==> config.mk <==
export PLATFORM = sky130hd
export DESIGN_NAME = param_cfg_sequencer
export DESIGN_NICKNAME = d
export VERILOG_FILES = /design/src/rtl/param_cfg_sequencer.sv
export SDC_FILE = /design/constraint.sdc
export NUM_CORES = 1
export LEC_CHECK = 0
export BUFFER_PORTS_ARGS = -buffer_cell sky130_fd_sc_hd__buf_4
export CAP_MARGIN = 20
export CORE_ASPECT_RATIO = 0.8
export CORE_MARGIN = 4
export CORE_UTILIZATION = 55
export CTS_CLUSTER_SIZE = 25
export DETAILED_ROUTE_END_ITERATION = 8
export HOLD_SLACK_MARGIN = 0.02
export MAX_ROUTING_LAYER = met4
export PLACE_DENSITY = 0.81
export REMOVE_ABC_BUFFERS = 1
export SYNTH_ARGS = -nofsm -noshare
export SYNTH_HDL_FRONTEND = slang
export SYNTH_SLANG_ARGS = --single-unit
==> constraint.sdc <==
create_clock -name clk -period 4.5 [get_ports clk]
set_input_delay 0.225 -clock clk [delete_from_list [all_inputs] [get_ports clk]]
set_output_delay 0.225 -clock clk [all_outputs]
set_load 0.02 [all_outputs]
==> src/rtl/param_cfg_sequencer.sv <==
// param_cfg_sequencer: shadow configuration bank with a freeze, drain,
// atomic-apply commit sequence toward a runtime-loadable datapath.
module param_cfg_sequencer #(
    parameter  int NUM_REGS = 8,
    parameter  int DATA_W   = 32,
    parameter  int TIMEOUT  = 255,
    localparam int ADDR_W   = (NUM_REGS > 1) ? $clog2(NUM_REGS) : 1
) (
    input  logic                       clk,
    input  logic                       rst_n,
    input  logic                       wr_valid,
    output logic                       wr_ready,
    input  logic [ADDR_W-1:0]          wr_addr,
    input  logic [DATA_W-1:0]          wr_data,
    input  logic                       commit_req,
    input  logic                       dp_idle,
    output logic                       dp_hold,
    output logic [NUM_REGS*DATA_W-1:0] cfg_active,
    output logic                       cfg_update,
    output logic                       commit_done,
    output logic                       commit_err,
    output logic                       addr_err,
    output logic                       dirty
);

    localparam int CNT_W = (TIMEOUT > 1) ? $clog2(TIMEOUT + 1) : 1;

    localparam logic [ADDR_W:0]  LP_NREGS = (ADDR_W + 1)'(NUM_REGS);
    localparam logic [CNT_W-1:0] LP_LAST  = CNT_W'(TIMEOUT - 1);

    typedef enum logic [1:0] {
        S_IDLE,
        S_DRAIN,
        S_APPLY,
        S_ABORT
    } state_t;

    state_t                     r_state;
    logic [CNT_W-1:0]           r_cnt;
    logic [DATA_W-1:0]          r_shadow [NUM_REGS];
    logic [NUM_REGS*DATA_W-1:0] r_cfg;
    logic                       r_wr_ready;
    logic                       r_dp_hold;
    logic                       r_cfg_update;
    logic                       r_commit_done;
    logic                       r_commit_err;
    logic                       r_addr_err;
    logic                       r_dirty;

    state_t                     w_state_nxt;
    logic [CNT_W-1:0]           w_cnt_nxt;
    logic                       w_wr_ready_nxt;
    logic                       w_dp_hold_nxt;
    logic                       w_cfg_update_nxt;
    logic                       w_commit_done_nxt;
    logic                       w_commit_err_nxt;
    logic                       w_addr_err_nxt;
    logic                       w_dirty_nxt;
    logic                       w_apply;
    logic                       w_wr_acc;
    logic                       w_in_range;
    logic                       w_wr_ok;
    logic                       w_wr_bad;

    // Write acceptance: only in IDLE, out-of-range addresses are dropped.
    always_comb begin
        w_in_range = ({1'b0, wr_addr} < LP_NREGS);
        w_wr_acc   = (r_state == S_IDLE) && wr_valid && r_wr_ready;
        w_wr_ok    = w_wr_acc && w_in_range;
        w_wr_bad   = w_wr_acc && !w_in_range;
    end

    // Next-state and next registered-output logic.
    always_comb begin
        w_state_nxt       = r_state;
        w_cnt_nxt         = r_cnt;
        w_wr_ready_nxt    = r_wr_ready;
        w_dp_hold_nxt     = r_dp_hold;
        w_cfg_update_nxt  = 1'b0;
        w_commit_done_nxt = 1'b0;
        w_commit_err_nxt  = 1'b0;
        w_addr_err_nxt    = 1'b0;
        w_dirty_nxt       = r_dirty;
        w_apply           = 1'b0;
        unique case (r_state)
            S_IDLE: begin
                w_wr_ready_nxt = 1'b1;
                w_dp_hold_nxt  = 1'b0;
                w_addr_err_nxt = w_wr_bad;
                w_dirty_nxt    = r_dirty | w_wr_ok;
                if (commit_req) begin
                    if (!r_dirty && !w_wr_ok) begin
                        w_commit_done_nxt = 1'b1;
                    end else begin
                        w_state_nxt    = S_DRAIN;
                        w_cnt_nxt      = '0;
                        w_dp_hold_nxt  = 1'b1;
                        w_wr_ready_nxt = 1'b0;
                    end
                end
            end
            S_DRAIN: begin
                w_dp_hold_nxt  = 1'b1;
                w_wr_ready_nxt = 1'b0;
                if (dp_idle) begin
                    w_state_nxt = S_APPLY;
                end else begin
                    w_cnt_nxt = r_cnt + 1'b1;
                    if (r_cnt == LP_LAST) begin
                        w_state_nxt      = S_ABORT;
                        w_dp_hold_nxt    = 1'b0;
                        w_commit_err_nxt = 1'b1;
                    end
                end
            end
            S_APPLY: begin
                w_apply           = 1'b1;
                w_state_nxt       = S_IDLE;
                w_dirty_nxt       = 1'b0;
                w_dp_hold_nxt     = 1'b0;
                w_wr_ready_nxt    = 1'b1;
                w_cfg_update_nxt  = 1'b1;
                w_commit_done_nxt = 1'b1;
            end
            S_ABORT: begin
                w_state_nxt    = S_IDLE;
                w_dp_hold_nxt  = 1'b0;
                w_wr_ready_nxt = 1'b1;
            end
            default: begin
                w_state_nxt    = S_IDLE;
                w_dp_hold_nxt  = 1'b0;
                w_wr_ready_nxt = 1'b1;
            end
        endcase
    end

    // FSM state, wait counter and registered control outputs.
    always_ff @(posedge clk or negedge rst_n) begin
        if (!rst_n) begin
            r_state       <= S_IDLE;
            r_cnt         <= '0;
            r_wr_ready    <= 1'b1;
            r_dp_hold     <= 1'b0;
            r_cfg_update  <= 1'b0;
            r_commit_done <= 1'b0;
            r_commit_err  <= 1'b0;
            r_addr_err    <= 1'b0;
            r_dirty       <= 1'b0;
        end else begin
            r_state       <= w_state_nxt;
            r_cnt         <= w_cnt_nxt;
            r_wr_ready    <= w_wr_ready_nxt;
            r_dp_hold     <= w_dp_hold_nxt;
            r_cfg_update  <= w_cfg_update_nxt;
            r_commit_done <= w_commit_done_nxt;
            r_commit_err  <= w_commit_err_nxt;
            r_addr_err    <= w_addr_err_nxt;
            r_dirty       <= w_dirty_nxt;
        end
    end

    // Shadow bank: host writes land here, never directly in the datapath.
    always_ff @(posedge clk or negedge rst_n) begin
        if (!rst_n) begin
            for (int i = 0; i < NUM_REGS; i++) begin
                r_shadow[i] <= '0;
            end
        end else if (w_wr_ok) begin
            r_shadow[wr_addr] <= wr_data;
        end
    end

    // Active configuration: whole-bank copy in the single APPLY cycle.
    always_ff @(posedge clk or negedge rst_n) begin
        if (!rst_n) begin
            r_cfg <= '0;
        end else if (w_apply) begin
            for (int i = 0; i < NUM_REGS; i++) begin
                r_cfg[i*DATA_W +: DATA_W] <= r_shadow[i];
            end
        end
    end

    assign wr_ready    = r_wr_ready;
    assign dp_hold     = r_dp_hold;
    assign cfg_active  = r_cfg;
    assign cfg_update  = r_cfg_update;
    assign commit_done = r_commit_done;
    assign commit_err  = r_commit_err;
    assign addr_err    = r_addr_err;
    assign dirty       = r_dirty;

endmodule

==> results.toml, run 1 <==
[setup_path]
worst_path_max_delay_cell = "nor4b_4"
critical_path.top_delay_family = "simple AND/OR/NAND/NOR gates"
crit_path_end_kind = "register"
required_ns = 4.92
startpoint_type = "register"
crit_buf_inv = 1
crit_path_cell_trace = "nand4bb_4 -> nor4b_4 -> buf_4 -> mux2_2"
slowest_delay_ns = 0.91
arrival_ns = 3.12
critical_path_class = "register to register"
cp_max_fo = 16

[sta]
worstMarginPinSlew_ns = 1.06
fmax_ghz = 0.371
setup_tns_ns = 0
hold_viol_final = 0
maxSlewHeadroom = 0.291
skew_ns = 0.0120
rsz0062_at_grt = "no"
period_needed_ns = 2.70
setup_viol = 0
slew_viol_final = 0
min_period_over_period = 0.599

[die]
pin_count = 303
dieHeight_um = 178
core_um2 = 35200
rows = 61
fp.dieW_um = 220
initial_core_util = 0.564
die_area_um2 = 39200

[place]
place_congestion = 0.813
place_hpwl_um = 28500
io_buffers = 301

[yosys]
synth_cell_types = 44
yosysWarnings = 0
synth-edff-count = 0
synth-seq-area-share = 0.666
async_flop_share = 1.00
synth_area_um2 = 19800
ys_ff_latch = 528
avgSynthCellArea_um2 = 16.9
ys.flop_type = "dfrtp_1"
syn_inst = 1170
synth.area.top_cells = "dfrtp_1 (67%), mux2_2 (29%), buf_2 (1.3%)"
synth_top_area_cell = "dfrtp_1"
synth_top_cell_area_share = 0.665

[clocking]
h-tree-depth = 2
cts_tree = "done"
clk_latency_ns = 0.54
cts_buffer_depth = 3
clk_pin_slew_ns = 0.06
cts-root-buf = "clkbuf_16"
cts_inserted_buffers = 49
cts_sinks = 528

[layout]
drive_gt1_frac = 0.586
fillers = 2310
diodes = 0
final_nets = 1566
ff_latch_area_um2 = 13200
area_growth_pct = 23.6
multi_input_area_um2 = 6280
fin_util = 0.697

[power]
leakagePower_nw = 11.9
power_density_nw_per_um2 = 765
irDropWorstVdd_v = 0.000524

[global_route]
grt_first_pass_wirelength_um = 69700
grt_overflow = 0
grt_pass1_vias = 11949
grt_usage = 0.237
grt_max_degree = 133
antenna_found_initial = 0

[detailed_routing]
drtIter0Drc = 809
wl_per_cell_um = 22.1
viasPerCell = 5.47
drtAntennaViolNets = 0
first_pass_iters = 4
vias = 11107
drt-total-wl_um = 44900
route.detailed.drc = 0

[run]
drv_cap = 0

[outcome]
status = "complete, no violations"

[min_path]
hp-class = "primary input to register"
## per-layer routing
metal,wire length (µm),global-route usage,vias to the layer above,part of all wire
li1,-,-,4901,-
met1,19100,0.317,5876,0.43
met2,21900,0.377,272,0.49
met3,3170,0.0596,58,0.071
met4,723,0.0471,0,0.016
met5,0,-,-,0
## final cells by class
| cell class | count | area share |
|---|---|---|
| clock buffer | 76 | 0.0591 |
| tap | 472 | 0.0241 |
| inverter | 6 | 0.000919 |
| clock inverter | 8 | 0.00276 |
| multi-input combinational | 576 | 0.256 |
| sequential | 528 | 0.539 |
| timing repair buffer | 363 | 0.118 |
## stage by stage
step / hold WS (ns) / total power [W] / instance area [µm²] / setup slack (ns) / std cells
2_1_floorplan: -0.0706 / 0.0122 / 19500 / -8.69 / 1110
3_3_place_gp: 0.431 / 0.0146 / 22600 / 1.85 / 1909
3_5_place_dp: 0.431 / 0.0149 / 22600 / 1.76 / 1909
4_1_cts: 0.223 / 0.0189 / 24500 / 1.76 / 2029
5_1_grt: 0.235 / 0.0198 / 24500 / 1.64 / 2029
6_report: 0.256 / 0.0188 / 24500 / 1.80 / 2029
## worst register-to-register path: cells and delay by family, from the launching register on
kind,cells,cell delay [ns]
mux,1,0.37
buf+inv,1,0.37
flops,1,0.55
simple gates,2,1.30
## synthesized netlist by cell type, types with 2 or more instances
cell / count
inv_1: 6
o21a_1: 2
o21ai_0: 2
a21oi_1: 2
clkbuf_1: 2
nor4b_4: 2
nor2_1: 5
mux2_2: 506
a211o_1: 2
o211a_1: 2
nor2b_1: 2
dfrtp_1: 527
nand4b_1: 2
nand4_1: 2
buf_2: 51
buf_6: 3
nor4_1: 2
o41ai_1: 2
o211ai_1: 2
mux2_1: 6
a31oi_1: 3
or4_1: 2
buf_4: 4
nand3_1: 6
nand2_1: 5
ha_1: 2
## kinds of logic (layout without fill, tap and decap cells)
logic type,count (synthesis),in the layout,synth area share
flip-flops,528,528,0.666
buffers and inverters,66,453,0.0176
AND/OR/NAND/NOR,39,39,0.0154
multiplexers,512,512,0.291
other,1,1,0.000189
AO/OA/AOI/OAI,22,22,0.00839
adder cells (fa/ha/maj),2,2,0.00126
## where the power goes
part	switching, W	internal (W)	total, W
clock network	0.00168	0.00225	0.00394
logic	0.00314	0.00340	0.00653
registers	0.00132	0.00697	0.00829
total	0.00614	0.0126	0.0188
## layout by cell type, fill, tap and decap left out, types with 2 or more instances in the layout
cell type / Yosys / final
a211o_1: 2 / 2
a21oi_1: 2 / 2
a31oi_1: 3 / 3
buf_12: 0 / 5
buf_4: 4 / 321
clkbuf_1: 2 / 15
clkbuf_16: 0 / 49
clkbuf_8: 0 / 12
clkinv_2: 0 / 6
dfrtp_1: 527 / 527
dlygate4sd3_1: 0 / 36
ha_1: 2 / 2
inv_1: 6 / 6
mux2_1: 6 / 6
mux2_2: 506 / 506
nand2_1: 5 / 5
nand3_1: 6 / 5
nand4_1: 2 / 2
nand4b_1: 2 / 2
nor2_1: 5 / 5
nor4_1: 2 / 2
nor4b_4: 2 / 2
o211a_1: 2 / 2
o211ai_1: 2 / 2
o21a_1: 2 / 2
o21ai_0: 2 / 2
o41ai_1: 2 / 2
or4_1: 2 / 2
## path summary, 6_finish.rpt
check / from / slack (ns) / end / cells past startpoint
setup / recovery: r_state[0] / 1.80 / r_shadow[186] / 4
setup reg to reg: r_state[0] / 1.80 / r_shadow[186] / 4
hold reg to reg: r_shadow[37] / 0.49 / r_shadow[37] / 1
hold / removal: wr_addr[2] / 0.26 / r_shadow[177] / 3
min in group asynchronous: rst_n / 0.39 / r_shadow[101] / 2
max in group asynchronous: rst_n / 2.94 / r_shadow[34] / 3
## state kept, by name (all words and copies together), names as in the netlist
register and count:
cfg_active 256, cfg_update 1, commit_done 1, commit_err 1, dirty 1, dp_hold 1, r_cnt 8, r_shadow 256
r_state 2, wr_ready 1
## repair_timing
action	in CTS	in global routing
hold endpoints to repair	383	0
setup buffers	0	0
gates resized for setup	0	0
hold buffers	36	0
Note: power is estimated with default switching activity, not from simulation.
==> inputs of run 2 (changes only) <==
==> constraint.sdc (replaced) <==
create_clock -name clk -period 2.75 [get_ports clk]
set_input_delay 0.1375 -clock clk [delete_from_list [all_inputs] [get_ports clk]]
set_output_delay 0.1375 -clock clk [all_outputs]
set_load 0.02 [all_outputs]
==> run 2 against run 1 <==
Against the previous run:
- combinational power up 64%
- clock-buffer cell count up 2
- clock skew down 0.0025 ns
- sequential cell count unchanged
- sequential share of layout area down 0.66 points
==> results.toml, run 2 (synthesis results as in run 1) <==
[outcome]
status = "complete, no violations"

[power]
finalPower_w = 0.0311
leakagePower_nw = 12.1
power_density_nw_per_um2 = 1250
swShare = 0.325
p_int_w = 0.0210
irDropWorstVdd_v = 0.000825
pwr-share-clk = 0.218
seq_power_share = 0.437
comb_power_share = 0.345
p_sw_w = 0.0101

[detailed_routing]
drtIter0Drc = 604
first_pass_iters = 4
drt-total-wl_um = 44400
drtAntennaViolNets = 0
vias = 11088
wl_per_cell_um = 21.8
viasPerCell = 5.43
route.detailed.drc = 0

[setup_path]
rr_worst_depth = 4
r2r_slack_ns = 0.65
arrival_ns = 2.53
r2r_end = "r_shadow[169]"
startpoint_type = "register"
critical_path_class = "register to register"
cp_max_fo = 19
crit_path_end_kind = "register"
required_ns = 3.18
worstSetupStartpoint = "r_state[0]"
r2r_start = "r_state[0]"

[clocking]
cts_inserted_buffers = 50
h-tree-depth = 2
clk_pin_slew_ns = 0.06
cts_tree = "done"
cts-root-buf = "clkbuf_16"
cts_buffer_depth = 3
cts_resized = 0
hold_buffers = 37
cts_sinks = 528
postCtsSetupBuffers = 0
clk_latency_ns = 0.56

[layout]
final_nets = 1574
diodes = 0
drive_gt1_frac = 0.592
layout_commonest_cell = "dfrtp_1"
area_growth_pct = 25.2
layout_common_cells = "dfrtp_1 (527), mux2_2 (506), buf_4 (318)"
design_area_um2 = 24800
fin_util = 0.705

[global_route]
grt_pass1_vias = 12110
grt_usage = 0.237
grt_first_pass_wirelength_um = 70000
antenna_found_initial = 0
grt_max_degree = 82
grt_overflow = 0

[sta]
worstMarginPinSlew_ns = 0.606
rsz0062_at_grt = "no"
hold_viol_final = 0
fmax_ghz = 0.477
period_needed_ns = 2.10
min_period_over_period = 0.762
maxSlewHeadroom = 0.596
setup_viol = 0
slew_viol_final = 0
skew_ns = 0.00951

[min_path]
hp-class = "primary input to async pin"

[place]
placed_area_um2 = 22800
place_congestion = 0.788
io_buffers = 301
place_hpwl_um = 28200

[die]
die_area_um2 = 39200
rows = 61
dieHeight_um = 178
pin_count = 303
core_um2 = 35200
fp.dieW_um = 220
initial_core_util = 0.564

[run]
drv_cap = 0
[run 2: power groups by stage]
stage          sequential (W)  clock [W]  combinational (W)
2_1_floorplan          0.0154          0            0.00422
3_3_place_gp           0.0134          0             0.0104
3_5_place_dp           0.0137          0             0.0107
4_1_cts                0.0136    0.00695             0.0109
5_1_grt                0.0140    0.00730             0.0115
6_report               0.0136    0.00680             0.0107
[run 2: per-layer routing]
| metal | share of wire | GRT usage | routed length (µm) | vias up |
|---|---|---|---|---|
| met5 | 0 | - | 0 | - |
| met4 | 0.017 | 0.0510 | 766 | 0 |
| met3 | 0.070 | 0.0603 | 3100 | 64 |
| met2 | 0.49 | 0.379 | 21800 | 251 |
| met1 | 0.42 | 0.313 | 18700 | 5881 |
| li1 | - | - | - | 4892 |
[run 2: stage by stage]
stage | TNS [ns] | setup WS (ns) | hold WS [ns] | std cells
2_1_floorplan | -2691.51 | -10.44 | -0.158 | 1110
3_3_place_gp | 0 | 0.722 | 0.147 | 1915
3_5_place_dp | 0 | 0.679 | 0.145 | 1915
4_1_cts | 0 | 0.658 | 0.143 | 2042
5_1_grt | 0 | 0.560 | 0.182 | 2042
6_report | 0 | 0.654 | 0.145 | 2042
[run 2: cell type report]
class,count,area (µm²)
Clock inverter,12,114
Tap cell,472,591
Multi-Input combinational cell,576,6280
Inverter,6,22.5
Fill cell,2283,10400
Timing Repair Buffer,370,3050
Clock buffer,78,1540
Sequential cell,528,13200
[run 2: worst max path at each step]
stage | depth (start not counted) | slack [ns] | to
after floorplan | 2 | -10.44 | cfg_active[0]
after global placement | 4 | 0.72 | r_shadow[183]
after detailed placement | 4 | 0.68 | r_shadow[168]
after CTS | 4 | 0.66 | r_shadow[168]
after global routing | 4 | 0.56 | r_shadow[168]
final | 4 | 0.65 | r_shadow[169]
[run 2: critical path, cell delays in order, from the launching register on]
cell       delay [ns]
dfrtp_1          0.56
nand4bb_4        0.38
nor4b_4          0.27
buf_4            0.37
mux2_2           0.38
==> inputs of run 3 (changes only) <==
--- a/config.mk
+++ b/config.mk
@@ -5,16 +5,17 @@
 export SDC_FILE = /design/constraint.sdc
 export NUM_CORES = 1
 export LEC_CHECK = 0
+export ABC_AREA = 1
 export BUFFER_PORTS_ARGS = -buffer_cell sky130_fd_sc_hd__buf_4
 export CAP_MARGIN = 20
 export CORE_ASPECT_RATIO = 0.8
 export CORE_MARGIN = 4
-export CORE_UTILIZATION = 55
+export CORE_UTILIZATION = 51
 export CTS_CLUSTER_SIZE = 25
 export DETAILED_ROUTE_END_ITERATION = 8
 export HOLD_SLACK_MARGIN = 0.02
 export MAX_ROUTING_LAYER = met4
-export PLACE_DENSITY = 0.81
+export PLACE_DENSITY = 0.79
 export REMOVE_ABC_BUFFERS = 1
 export SYNTH_ARGS = -nofsm -noshare
 export SYNTH_HDL_FRONTEND = slang
==> constraint.sdc (replaced) <==
create_clock -name clk -period 1.8 [get_ports clk]
set_input_delay 0.09 -clock clk [delete_from_list [all_inputs] [get_ports clk]]
set_output_delay 0.09 -clock clk [all_outputs]
set_load 0.02 [all_outputs]
==> run 3 against run 2 <==
Against the previous run:
- critical path type unchanged
- first-iteration DRC count increased to 2.6 times the previous value
- non-clock buffer count grew 19
- clock power increased by 53%
- global-route usage is 2.7 points higher
- largest power group unchanged
- worst setup slack got worse by 0.56 ns
- highest routed layer unchanged
- sequential power grew 46%
- combinational power is 13% higher
==> results.toml, run 3 <==
[yosys]
synth_adder_area_share = 0.00128
synth-edff-count = 0
synth_cell_types = 26
synth_top_area_cell = "dfrtp_1"
synth-simple-area-share = 0.217
yosysMostFrequentCell = "nand2_1"
synth_commonest_cells = "nand2_1 (1048), dfrtp_1 (527), o21ai_1 (257)"
synth_area_um2 = 19600
muxShareOfSynthArea = 0
synth_top_cell_area_share = 0.674
synth-xor-area-share = 0.000448
avgSynthCellArea_um2 = 9.59
synth-seq-area-share = 0.676
synth.area.top_cells = "dfrtp_1 (67%), nand2_1 (20%), o21ai_1 (6.6%)"
ys_ff_latch = 528
yosysWarnings = 0
syn_inst = 2040
synth_compound_area_frac = 0.0692
synth_top_family_by_area = "simple AND/OR/NAND/NOR gates"
ys.flop_type = "dfrtp_1"
async_flop_share = 1.00

[clocking]
cts_sinks = 528
cts_inserted_buffers = 50
h-tree-depth = 2
postCtsSetupBuffers = 0
clk_latency_ns = 0.56
cts-root-buf = "clkbuf_16"
cts_tree = "done"
cts_buffer_depth = 3
clk_pin_slew_ns = 0.06

[detailed_routing]
drt-total-wl_um = 52700
drtAntennaViolNets = 0
route.detailed.drc = 0
viasPerCell = 5.32
drtIter0Drc = 1593
wl_per_cell_um = 18.2
first_pass_iters = 8
vias = 15407

[layout]
layout_common_cells = "nand2_1 (1048), dfrtp_1 (527), buf_4 (325)"
area_growth_pct = 26.1
drive_gt1_frac = 0.188
final_nets = 2414
instances_no_fill = 2897
layout_commonest_cell = "nand2_1"
diodes = 0
fin_util = 0.658

[sta]
min_period_over_period = 0.946
hold_viol_final = 0
setup_viol = 0
worstMarginPinSlew_ns = 0.640
skew_ns = 0.0126
maxSlewHeadroom = 0.574
rsz0062_at_grt = "no"
period_needed_ns = 1.70
slew_viol_final = 0
fmax_ghz = 0.587

[setup_path]
slowest_delay_ns = 0.45
crit_path_end_kind = "register"
critical_path_class = "register to register"
arrival_ns = 2.13
rr_worst_depth = 7
cp_max_fo = 52
critical_path.top_delay_family = "simple AND/OR/NAND/NOR gates"
startpoint_type = "register"
r2r_start = "r_state[0]"
crit_buf_inv = 2
worst_path_max_delay_cell = "dfrtp_1"
r2r_end = "r_shadow[83]"
crit_path_cell_trace = "inv_2 -> nand2_2 -> nor2_8 -> nand4_4 -> buf_12 -> nand2_1 -> o21ai_1"
r2r_slack_ns = 0.1
required_ns = 2.23

[run]
drv_cap = 0

[die]
rows = 63
initial_core_util = 0.522
dieHeight_um = 183
die_area_um2 = 41600
pin_count = 303
fp.dieW_um = 227
core_um2 = 37400

[place]
io_buffers = 301
place_hpwl_um = 33400
place_congestion = 0.868
dp_cells = 2771

[global_route]
grt_overflow = 0
antenna_found_initial = 0
grt_max_degree = 130
grt_first_pass_wirelength_um = 85100
grt_pass1_vias = 15621
grt_usage = 0.265

[min_path]
hp-class = "primary input to async pin"

[power]
power_density_nw_per_um2 = 1720
leakagePower_nw = 13.3
irDropWorstVdd_v = 0.00104

[outcome]
status = "complete, no violations"
## run 3: cell count changes after synthesis, moves of 3 or more
cell and change:
nand2_1 +1043, mux2_2 -506, o21ai_1 +257, inv_1 +39, buf_2 +34, clkbuf_1 +21, nand4_4 +8, o21ai_0 +7
mux2_1 -6, nand3_1 +5, inv_2 +4, a31oi_1 -3, buf_4 -3, buf_6 -3
## run 3: cells by family after synthesis
kind of cell | after synthesis
AO/OA/AOI/OAI | 269
other | 1
XOR/XNOR | 1
flip-flops | 528
buffers and inverters | 158
AND/OR/NAND/NOR | 1081
adder cells (fa/ha/maj) | 2
## run 3: worst reg2reg max path, delay by kind of cell (launching register included)
family                 cells  cell delay, ns
AO/OA/AOI/OAI              1            0.08
buffers and inverters      2            0.37
AND/OR/NAND/NOR            4            0.69
flip-flops                 1            0.45
## run 3: where the power goes
group | total (W) | switching (W) | internal [W]
clock network | 0.0104 | 0.00439 | 0.00602
registers | 0.0198 | 0.00315 | 0.0166
logic | 0.0121 | 0.00725 | 0.00486
total | 0.0423 | 0.0148 | 0.0275
## run 3: worst max path at each step
stage,from,to,cells after the start
2_1_floorplan,r_state[1],cfg_active[0],5
3_3_place_gp,wr_ready,r_shadow[81],6
3_5_place_dp,wr_ready,r_shadow[83],6
4_1_cts,wr_ready,r_shadow[83],6
5_1_grt,r_state[0],r_shadow[114],7
6_report,r_state[0],r_shadow[83],7
## run 3: cell type report
cell class                 count  area, µm²
multi-input combinational   1354       5650
fill                        2835      12800
clock buffer                  74       1490
inverter                      49        191
timing repair buffer         389       3360
clock inverter                16        140
tap                          487        609
sequential                   528      13200
## run 3: layer usage
metal	up-vias	share of wire	track usage
met4	0	0.031	0.0827
met5	-	0	-
met3	104	0.080	0.0509
met2	644	0.47	0.405
met1	7609	0.42	0.365
li1	7050	-	-
## run 3: stage by stage
step	TNS (ns)	total power, W	area, µm²	setup WS [ns]	hold WS, ns
after global routing	0	0.0449	24700	0.00880	0.0833
after global placement	0	0.0313	22700	0.132	0.0521
after floorplan	-2136.74	0.0261	19000	-8.14	-0.206
after detailed placement	0	0.0319	22700	0.0845	0.0515
after CTS	0	0.0425	24600	0.0676	0.0604
final	0	0.0423	24700	0.0978	0.0520
## run 3: repair_timing
item	in CTS	in global routing
gates resized for setup	0	1
setup endpoints to repair	0	10
hold buffers	36	0
endpoints found under the hold margin	745	0
